**src/rtl/hsv_pkg.sv**
```systemverilog
// Shared widths, constants and sector encoding for the RGB/HSV conversion path.
package hsv_pkg;

  localparam int H_W        = 9;
  localparam int S_W        = 11;
  localparam int V_W        = 8;
  localparam int S_ONE      = 2048;
  localparam int S_MAX      = 2047;
  localparam int HUE_SECTOR = 60;
  localparam int HUE_FULL   = 360;
  localparam int DIV_NW     = 19;
  localparam int DIV_DW     = 8;
  localparam int LATENCY    = 22;

  typedef enum logic [1:0] {
    SEC_R = 2'd0,
    SEC_G = 2'd1,
    SEC_B = 2'd2
  } sector_e;

  function automatic logic [H_W-1:0] sector_offset(input sector_e sec);
    logic [H_W-1:0] off;
    off = '0;
    case (sec)
      SEC_G:   off = 9'd120;
      SEC_B:   off = 9'd240;
      default: off = '0;
    endcase
    return off;
  endfunction

endpackage

```
**src/rtl/hsv_div_pipe.sv**
```systemverilog
// Pipelined restoring unsigned divider, one quotient bit per stage (NW-cycle latency,
// never stalls); the payload is delayed in lock-step with the quotient.
module hsv_div_pipe
  import hsv_pkg::*;
#(
  parameter int NW = DIV_NW,
  parameter int DW = DIV_DW,
  parameter int PW = 1
) (
  input  logic          clk,
  input  logic          rst,
  input  logic [NW-1:0] numer_i,
  input  logic [DW-1:0] denom_i,
  input  logic [PW-1:0] pay_i,
  output logic [NW-1:0] quo_o,
  output logic [PW-1:0] pay_o
);

  // nq_q holds unconsumed numerator bits on top and quotient bits shifted in below.
  logic [NW-1:0] nq_q  [NW];
  logic [PW-1:0] pay_q [NW];
  logic [DW-1:0] rem_q [NW-1];
  logic [DW-1:0] den_q [NW-1];

  for (genvar s = 0; s < NW; s++) begin : g_stage
    logic [NW-1:0] nq_in;
    logic [DW-1:0] rem_in;
    logic [DW-1:0] den_in;
    logic [PW-1:0] pay_in;
    logic [DW:0]   trial;
    logic          take;

    if (s == 0) begin : g_head
      assign nq_in  = numer_i;
      assign rem_in = '0;
      assign den_in = denom_i;
      assign pay_in = pay_i;
    end else begin : g_body
      assign nq_in  = nq_q[s-1];
      assign rem_in = rem_q[s-1];
      assign den_in = den_q[s-1];
      assign pay_in = pay_q[s-1];
    end

    assign trial = {rem_in, nq_in[NW-1]};
    assign take  = (trial >= {1'b0, den_in});

    always_ff @(posedge clk or negedge rst) begin
      if (!rst) begin
        nq_q[s]  <= '0;
        pay_q[s] <= '0;
      end else begin
        nq_q[s]  <= {nq_in[NW-2:0], take};
        pay_q[s] <= pay_in;
      end
    end

    if (s < NW-1) begin : g_carry
      always_ff @(posedge clk or negedge rst) begin
        if (!rst) begin
          rem_q[s] <= '0;
          den_q[s] <= '0;
        end else begin
          rem_q[s] <= take ? DW'(trial - {1'b0, den_in}) : DW'(trial);
          den_q[s] <= den_in;
        end
      end
    end
  end

  assign quo_o = nq_q[NW-1];
  assign pay_o = pay_q[NW-1];

endmodule

```
**src/rtl/rgb_to_hsv.sv**
```systemverilog
// RGB888 to HSV converter: H in degrees, S as 11-bit fraction, V = max channel.
// Fixed LATENCY-cycle pipeline, one pixel per clock, no backpressure.
module rgb_to_hsv
  import hsv_pkg::*;
(
  input  logic           clk,
  input  logic           rst,
  input  logic           in_valid,
  input  logic [V_W-1:0] r,
  input  logic [V_W-1:0] g,
  input  logic [V_W-1:0] b,
  output logic           out_valid,
  output logic [H_W-1:0] H,
  output logic [S_W-1:0] S,
  output logic [V_W-1:0] V
);

  localparam int HPW = 3;
  localparam int SPW = V_W + 2;

  // Stage 1: input register with max/min and tie-prioritised sector.
  logic [V_W-1:0] max_d, min_d;
  sector_e        sec_d;
  logic [V_W-1:0] s1_r_q, s1_g_q, s1_b_q, s1_max_q, s1_min_q;
  sector_e        s1_sec_q;

  always_comb begin
    sec_d = SEC_B;
    max_d = b;
    if (r >= g && r >= b) begin
      sec_d = SEC_R;
      max_d = r;
    end else if (g >= b) begin
      sec_d = SEC_G;
      max_d = g;
    end
    min_d = r;
    if (g < min_d) min_d = g;
    if (b < min_d) min_d = b;
  end

  always_ff @(posedge clk or negedge rst) begin
    if (!rst) begin
      s1_r_q   <= '0;
      s1_g_q   <= '0;
      s1_b_q   <= '0;
      s1_max_q <= '0;
      s1_min_q <= '0;
      s1_sec_q <= SEC_R;
    end else begin
      s1_r_q   <= r;
      s1_g_q   <= g;
      s1_b_q   <= b;
      s1_max_q <= max_d;
      s1_min_q <= min_d;
      s1_sec_q <= sec_d;
    end
  end

  // Stage 2: chroma, hue numerator magnitude/sign and divider operands.
  logic [V_W-1:0]    c_d, dx_d, dy_d, mag_d;
  logic              neg_d;
  logic [DIV_NW-1:0] h_num_d, s_num_d;

  always_comb begin
    c_d  = s1_max_q - s1_min_q;
    dx_d = s1_g_q;
    dy_d = s1_b_q;
    case (s1_sec_q)
      SEC_G: begin
        dx_d = s1_b_q;
        dy_d = s1_r_q;
      end
      SEC_B: begin
        dx_d = s1_r_q;
        dy_d = s1_g_q;
      end
      default: ;
    endcase
    neg_d   = (dx_d < dy_d);
    mag_d   = neg_d ? (dy_d - dx_d) : (dx_d - dy_d);
    h_num_d = DIV_NW'(mag_d) * DIV_NW'(HUE_SECTOR);
    s_num_d = DIV_NW'(c_d) << $clog2(S_ONE);
  end

  logic [DIV_NW-1:0] s2_h_num_q, s2_s_num_q;
  logic [V_W-1:0]    s2_c_q, s2_v_q;
  logic              s2_neg_q, s2_cz_q, s2_vz_q;
  sector_e           s2_sec_q;

  always_ff @(posedge clk or negedge rst) begin
    if (!rst) begin
      s2_h_num_q <= '0;
      s2_s_num_q <= '0;
      s2_c_q     <= '0;
      s2_v_q     <= '0;
      s2_neg_q   <= 1'b0;
      s2_cz_q    <= 1'b0;
      s2_vz_q    <= 1'b0;
      s2_sec_q   <= SEC_R;
    end else begin
      s2_h_num_q <= h_num_d;
      s2_s_num_q <= s_num_d;
      s2_c_q     <= c_d;
      s2_v_q     <= s1_max_q;
      s2_neg_q   <= neg_d;
      s2_cz_q    <= (c_d == '0);
      s2_vz_q    <= (s1_max_q == '0);
      s2_sec_q   <= s1_sec_q;
    end
  end

  // Two parallel dividers; control and V ride along as payload.
  logic [DIV_NW-1:0] h_quo, s_quo;
  logic [HPW-1:0]    h_pay;
  logic [SPW-1:0]    s_pay;

  hsv_div_pipe #(.NW(DIV_NW), .DW(DIV_DW), .PW(HPW)) u_div_h (
    .clk     (clk),
    .rst     (rst),
    .numer_i (s2_h_num_q),
    .denom_i (s2_c_q),
    .pay_i   ({s2_neg_q, s2_sec_q}),
    .quo_o   (h_quo),
    .pay_o   (h_pay)
  );

  hsv_div_pipe #(.NW(DIV_NW), .DW(DIV_DW), .PW(SPW)) u_div_s (
    .clk     (clk),
    .rst     (rst),
    .numer_i (s2_s_num_q),
    .denom_i (s2_v_q),
    .pay_i   ({s2_v_q, s2_cz_q, s2_vz_q}),
    .quo_o   (s_quo),
    .pay_o   (s_pay)
  );

  logic           h_neg, h_cz, h_vz;
  sector_e        h_sec;
  logic [V_W-1:0] v_dly;

  assign h_neg = h_pay[2];
  assign h_sec = sector_e'(h_pay[1:0]);
  assign v_dly = s_pay[SPW-1:2];
  assign h_cz  = s_pay[1];
  assign h_vz  = s_pay[0];

  // Output stage: signed offset/wrap for H, clip and zero-force for S.
  logic signed [DIV_NW+1:0] off_s, q_s, h_raw;
  logic [H_W-1:0]           h_d, h_q;
  logic [S_W-1:0]           s_d, s_q;
  logic [V_W-1:0]           v_q;

  always_comb begin
    off_s = {{(DIV_NW+2-H_W){1'b0}}, sector_offset(h_sec)};
    q_s   = {2'b00, h_quo};
    h_raw = h_neg ? (off_s - q_s) : (off_s + q_s);
    h_d   = '0;
    if (!h_cz) begin
      if (h_raw < 0)             h_d = H_W'(h_raw + HUE_FULL);
      else if (h_raw >= HUE_FULL) h_d = '0;
      else                        h_d = H_W'(h_raw);
    end
    s_d = '0;
    if (!h_vz) s_d = (s_quo > DIV_NW'(S_MAX)) ? S_W'(S_MAX) : S_W'(s_quo);
  end

  logic [LATENCY-1:0] vld_q;

  always_ff @(posedge clk or negedge rst) begin
    if (!rst) begin
      vld_q <= '0;
      h_q   <= '0;
      s_q   <= '0;
      v_q   <= '0;
    end else begin
      vld_q <= {vld_q[LATENCY-2:0], in_valid};
      h_q   <= h_d;
      s_q   <= s_d;
      v_q   <= v_dly;
    end
  end

  assign out_valid = vld_q[LATENCY-1];
  assign H         = h_q;
  assign S         = s_q;
  assign V         = v_q;

endmodule

```
**config.mk**
```make
export PLATFORM = sky130hd
export DESIGN_NAME = rgb_to_hsv
export DESIGN_NICKNAME = d
export VERILOG_FILES = /design/src/rtl/hsv_pkg.sv /design/src/rtl/hsv_div_pipe.sv /design/src/rtl/rgb_to_hsv.sv
export SDC_FILE = /design/constraint.sdc
export NUM_CORES = 2
export LEC_CHECK = 0
export CAP_MARGIN = 0
export CORE_MARGIN = 3
export CORE_UTILIZATION = 56
export CTS_CLUSTER_SIZE = 10
export DETAILED_ROUTE_END_ITERATION = 16
export HOLD_SLACK_MARGIN = 0.06
export PLACE_DENSITY = 0.72
export SYNTH_ARGS = -nofsm -noshare
export SYNTH_HDL_FRONTEND = slang
export SYNTH_HIERARCHICAL = 1
export SYNTH_SLANG_ARGS = --single-unit
```
**constraint.sdc**
```tcl
create_clock -name clk -period 10.84 [get_ports clk]
set_clock_uncertainty 0.15 [all_clocks]
set_input_delay 1.626 -clock clk [delete_from_list [all_inputs] [get_ports clk]]
set_output_delay 1.626 -clock clk [all_outputs]
set_load 0.02 [all_outputs]
```
==> run summary <==
YS warnings: 6
Flop pwr share: 0.364
Crit. Startpoint: s1_sec_q[0]
root buf cell: clkbuf_16
area delta synth->final: 12.15%
fin crit period: 6855 ps
TritonCTS clock tree: done
Setup-failing EPs final: 0
Pre-antenna DRT Iters: 7
RR Startpoint: s1_sec_q[0]
Clock H-tree levels: 4
antenna violations before repair: 1
WL per Instance: 16.79 µm
#FFs+latches synth: 1670
FMAX: 145.9 MHz
Max-slew headroom: 0.2150
Yosys top cell area share: 0.6624
critical path endpoint category: register
CTS clk-pin slew, worst paths: 50 ps
die area: 116700 µm²
clock power share: 0.218
switching pwr: 9.141 mW
switching share of power: 0.3609
number of global-route vias before repair: 36980
Critical Path AT: 7350 ps
Yosys cell types: 91
max-cap check violation count: 0
RSZ-0062 raised after global routing: no
Setup Buffers After CTS: 0
filler cell count: 7870
sequential area share after synthesis: 0.6624
DR vias/cell: 5.334
worst skew pair latency: 760 ps
GR Util All Layers: 0.1902
share of cells above drive strength 1: 0.08762
EDFF count, synth: 0
CTS Buffer Depth: 3
Sink Count: 1670
CP Class: register to register
peak fanout along the critical path: 32
ys flop type: dfrtp_1
Routed Antenna Nets: 0
HPWL after DPL: 66430 µm
final worst-path cycle share: 0.6324
Netlist Area Pre-Place: 63090 µm²
num ports: 56
vias: 33990
WL final: 107000 µm
DRC errors left: 0
Die Ht: 341.6 µm
Core Region: 111300 µm²
CTS Buf Count: 188
hold_sp: vld_q[18]
synth top area cells: dfrtp_1, ha_1, inv_1
first-pass GRT wire length: 180900 µm
RD Place Congestion: 0.8555
critical path startpoint category: register
Gate power share: 0.418
die width: 341.6 µm
Power per Cell Area: 358.1 nW/µm²
I/O Buffers: 55
Starting Density: 0.5669
n_diodes: 0
syn avg cell area: 13.64 µm²
PostCTS Resize Cnt: 0
Starting DRT DRC Count: 1885
Synth area leader: dfrtp_1
Leak: 33.56 nW
Async SR Flop Fraction: 1.000
FP Rows: 122
Setup Total Neg Slack: 0 ps
Synth Instances: 4624
Cell Count, Final, Fillers Out: 6373
pin count of the biggest net entering global routing: 204
grt ovf: 0
Post-CTS Hold Buffers: 0
Power Internal: 16.19 mW
Hold Crit Class: register to register
Final Hold Fails: 0
status: completed
CP required: 11340 ps
placed insts: 6147
Nets: 5307
Final Util: 0.6358
Slew Limit Fails: 0
Worst VDD drop: 0.5849 mV
Slew @ Worst Pin: 1175 ps
-- sequential cells by signal (all words and copies together) (netlist names), 9 cells and up --
name                    flops
s2_h_num_q                 12
u_div_s/g_stage.den_in    144
u_div_s/pay_o              10
u_div_h/quo_o              19
S                          11
vld_q                      22
u_div_h/g_stage.nq_in     342
u_div_h/g_stage.rem_in    144
u_div_s/g_stage.pay_in    180
u_div_h/g_stage.den_in    144
H                           9
u_div_s/quo_o              19
u_div_h/g_stage.pay_in     54
u_div_s/g_stage.nq_in     342
u_div_s/g_stage.rem_in    144
-- cells in the mapped netlist, types with 24 or more instances --
cell type and instances:
dfrtp_1 1670, inv_1 469, ha_1 381, nand2_1 236, a21oi_1 206, o21ai_0 193
nor2_1 129, xnor2_1 96, o21ai_1 78, mux2i_1 75, o21a_1 65, xor2_1 65
nand2b_1 63, a21o_1 62, nor2b_1 60, nand3_1 52, mux2_2 51, fa_1 50
nor3_1 46, a211oi_1 44, o31ai_1 43, and2_1 33, clkbuf_1 25, a21boi_0 24
mux2_1 24
-- metal layers --
layer,wire length [µm],part of all wire,global-route usage
met1,42060,0.39,0.2164
met2,58600,0.55,0.3590
met3,3238,0.030,0.03098
met4,3075,0.029,0.06752
met5,0,0,0
-- final timing paths --
kind / to / slack (ps) / cells past startpoint
max in group asynchronous: vld_q[1] / 7470 / 3
worst min-delay path: vld_q[19] / 170 / 0
worst max-delay path: s2_h_num_q[13] / 3980 / 26
worst max register to register: s2_h_num_q[13] / 3980 / 26
min in group asynchronous: u_div_h/g_stage[17].rem_in[1] / 710 / 1
worst min register to register: vld_q[19] / 170 / 0
-- worst max-delay path, stage by stage (launching register included) --
cell and delay [ps]:
dfrtp_1 360, inv_1 50, ha_1 810, o21ai_0 270, ha_1 290, fa_1 390, nor2b_1 120, o21ai_0 110
a21boi_0 180, o21ai_0 160, a21oi_1 160, buf_4 220, mux2i_1 230, xor2_1 360, inv_1 100, fa_1 490
fa_1 550, inv_1 70, ha_1 280, a21o_1 150, a21oi_1 210, o21bai_1 90, a21oi_1 240, o21ai_0 190
a21o_1 210, a21oi_1 160, xnor2_1 140
-- layout make-up --
cell class	instances	area (µm²)	area share
Multi-Input combinational cell	2437	19280	0.2725
Clock buffer	208	4880	0.06897
Clock inverter	18	379.1	0.005359
Sequential cell	1670	41790	0.5907
Timing Repair Buffer	69	748.2	0.01058
Inverter	483	1813	0.02563
Tap cell	1488	1862	0.02632
-- placed cells by master (no fill, tap or decap), types with 17 or more instances in the layout --
cell type / netlist / routed
conb_1: 1 / 19
a21oi_1: 206 / 206
o21a_1: 65 / 65
a21o_1: 62 / 62
nor3_1: 46 / 46
dfrtp_1: 1670 / 1670
fa_1: 50 / 50
o31ai_1: 43 / 43
nand2b_1: 63 / 63
xnor2_1: 96 / 96
ha_1: 381 / 381
mux2_1: 24 / 24
nand2_1: 236 / 236
a21boi_0: 24 / 24
nor4_1: 20 / 20
a22oi_1: 17 / 17
a211oi_1: 44 / 44
mux2_2: 51 / 51
nor2_1: 129 / 129
inv_1: 469 / 469
mux2i_1: 75 / 75
and2_1: 33 / 33
clkdlybuf4s50_1: 0 / 54
clkbuf_16: 0 / 188
or2_2: 22 / 22
or3_1: 18 / 18
o21ai_0: 193 / 193
nand3_1: 52 / 52
xor2_1: 65 / 65
nor2b_1: 60 / 60
mux2_4: 22 / 22
o21ai_1: 78 / 78
-- stage by stage --
stage / area, µm² / power [mW] / hold slack, ps / worst slack [ps]
after floorplan: 63150 / 17.43 / 181.2 / 4368
after global placement: 65490 / 19.25 / 181.3 / 4118
after detailed placement: 65490 / 19.70 / 184.7 / 4014
after CTS: 70750 / 25.58 / 169.3 / 3938
after global routing: 70750 / 27.32 / 177.2 / 3359
final: 70750 / 25.33 / 168.9 / 3985
-- kinds of logic (layout without fill, tap and decap cells) --
family          count (synthesis)  count (layout)  synth area share
fa+ha+maj                     431             431           0.09143
flops                        1670            1670            0.6624
xor+xnor                      161             161           0.02235
mux                           172             172           0.03052
buf+inv                       535             778           0.03338
compound gates                884             884           0.09691
other cells                     1              19        0.00005944
simple gates                  770             770           0.06291
-- power groups by stage --
stage	clock, mW	combinational (mW)	sequential, mW
6_report	5.51	10.6	9.23
5_1_grt	5.95	11.9	9.43
4_1_cts	5.69	10.6	9.26
3_5_place_dp	0	10.4	9.28
3_3_place_gp	0	10.1	9.18
2_1_floorplan	0	8.50	8.93
Note: power is estimated with default switching activity, not from simulation.
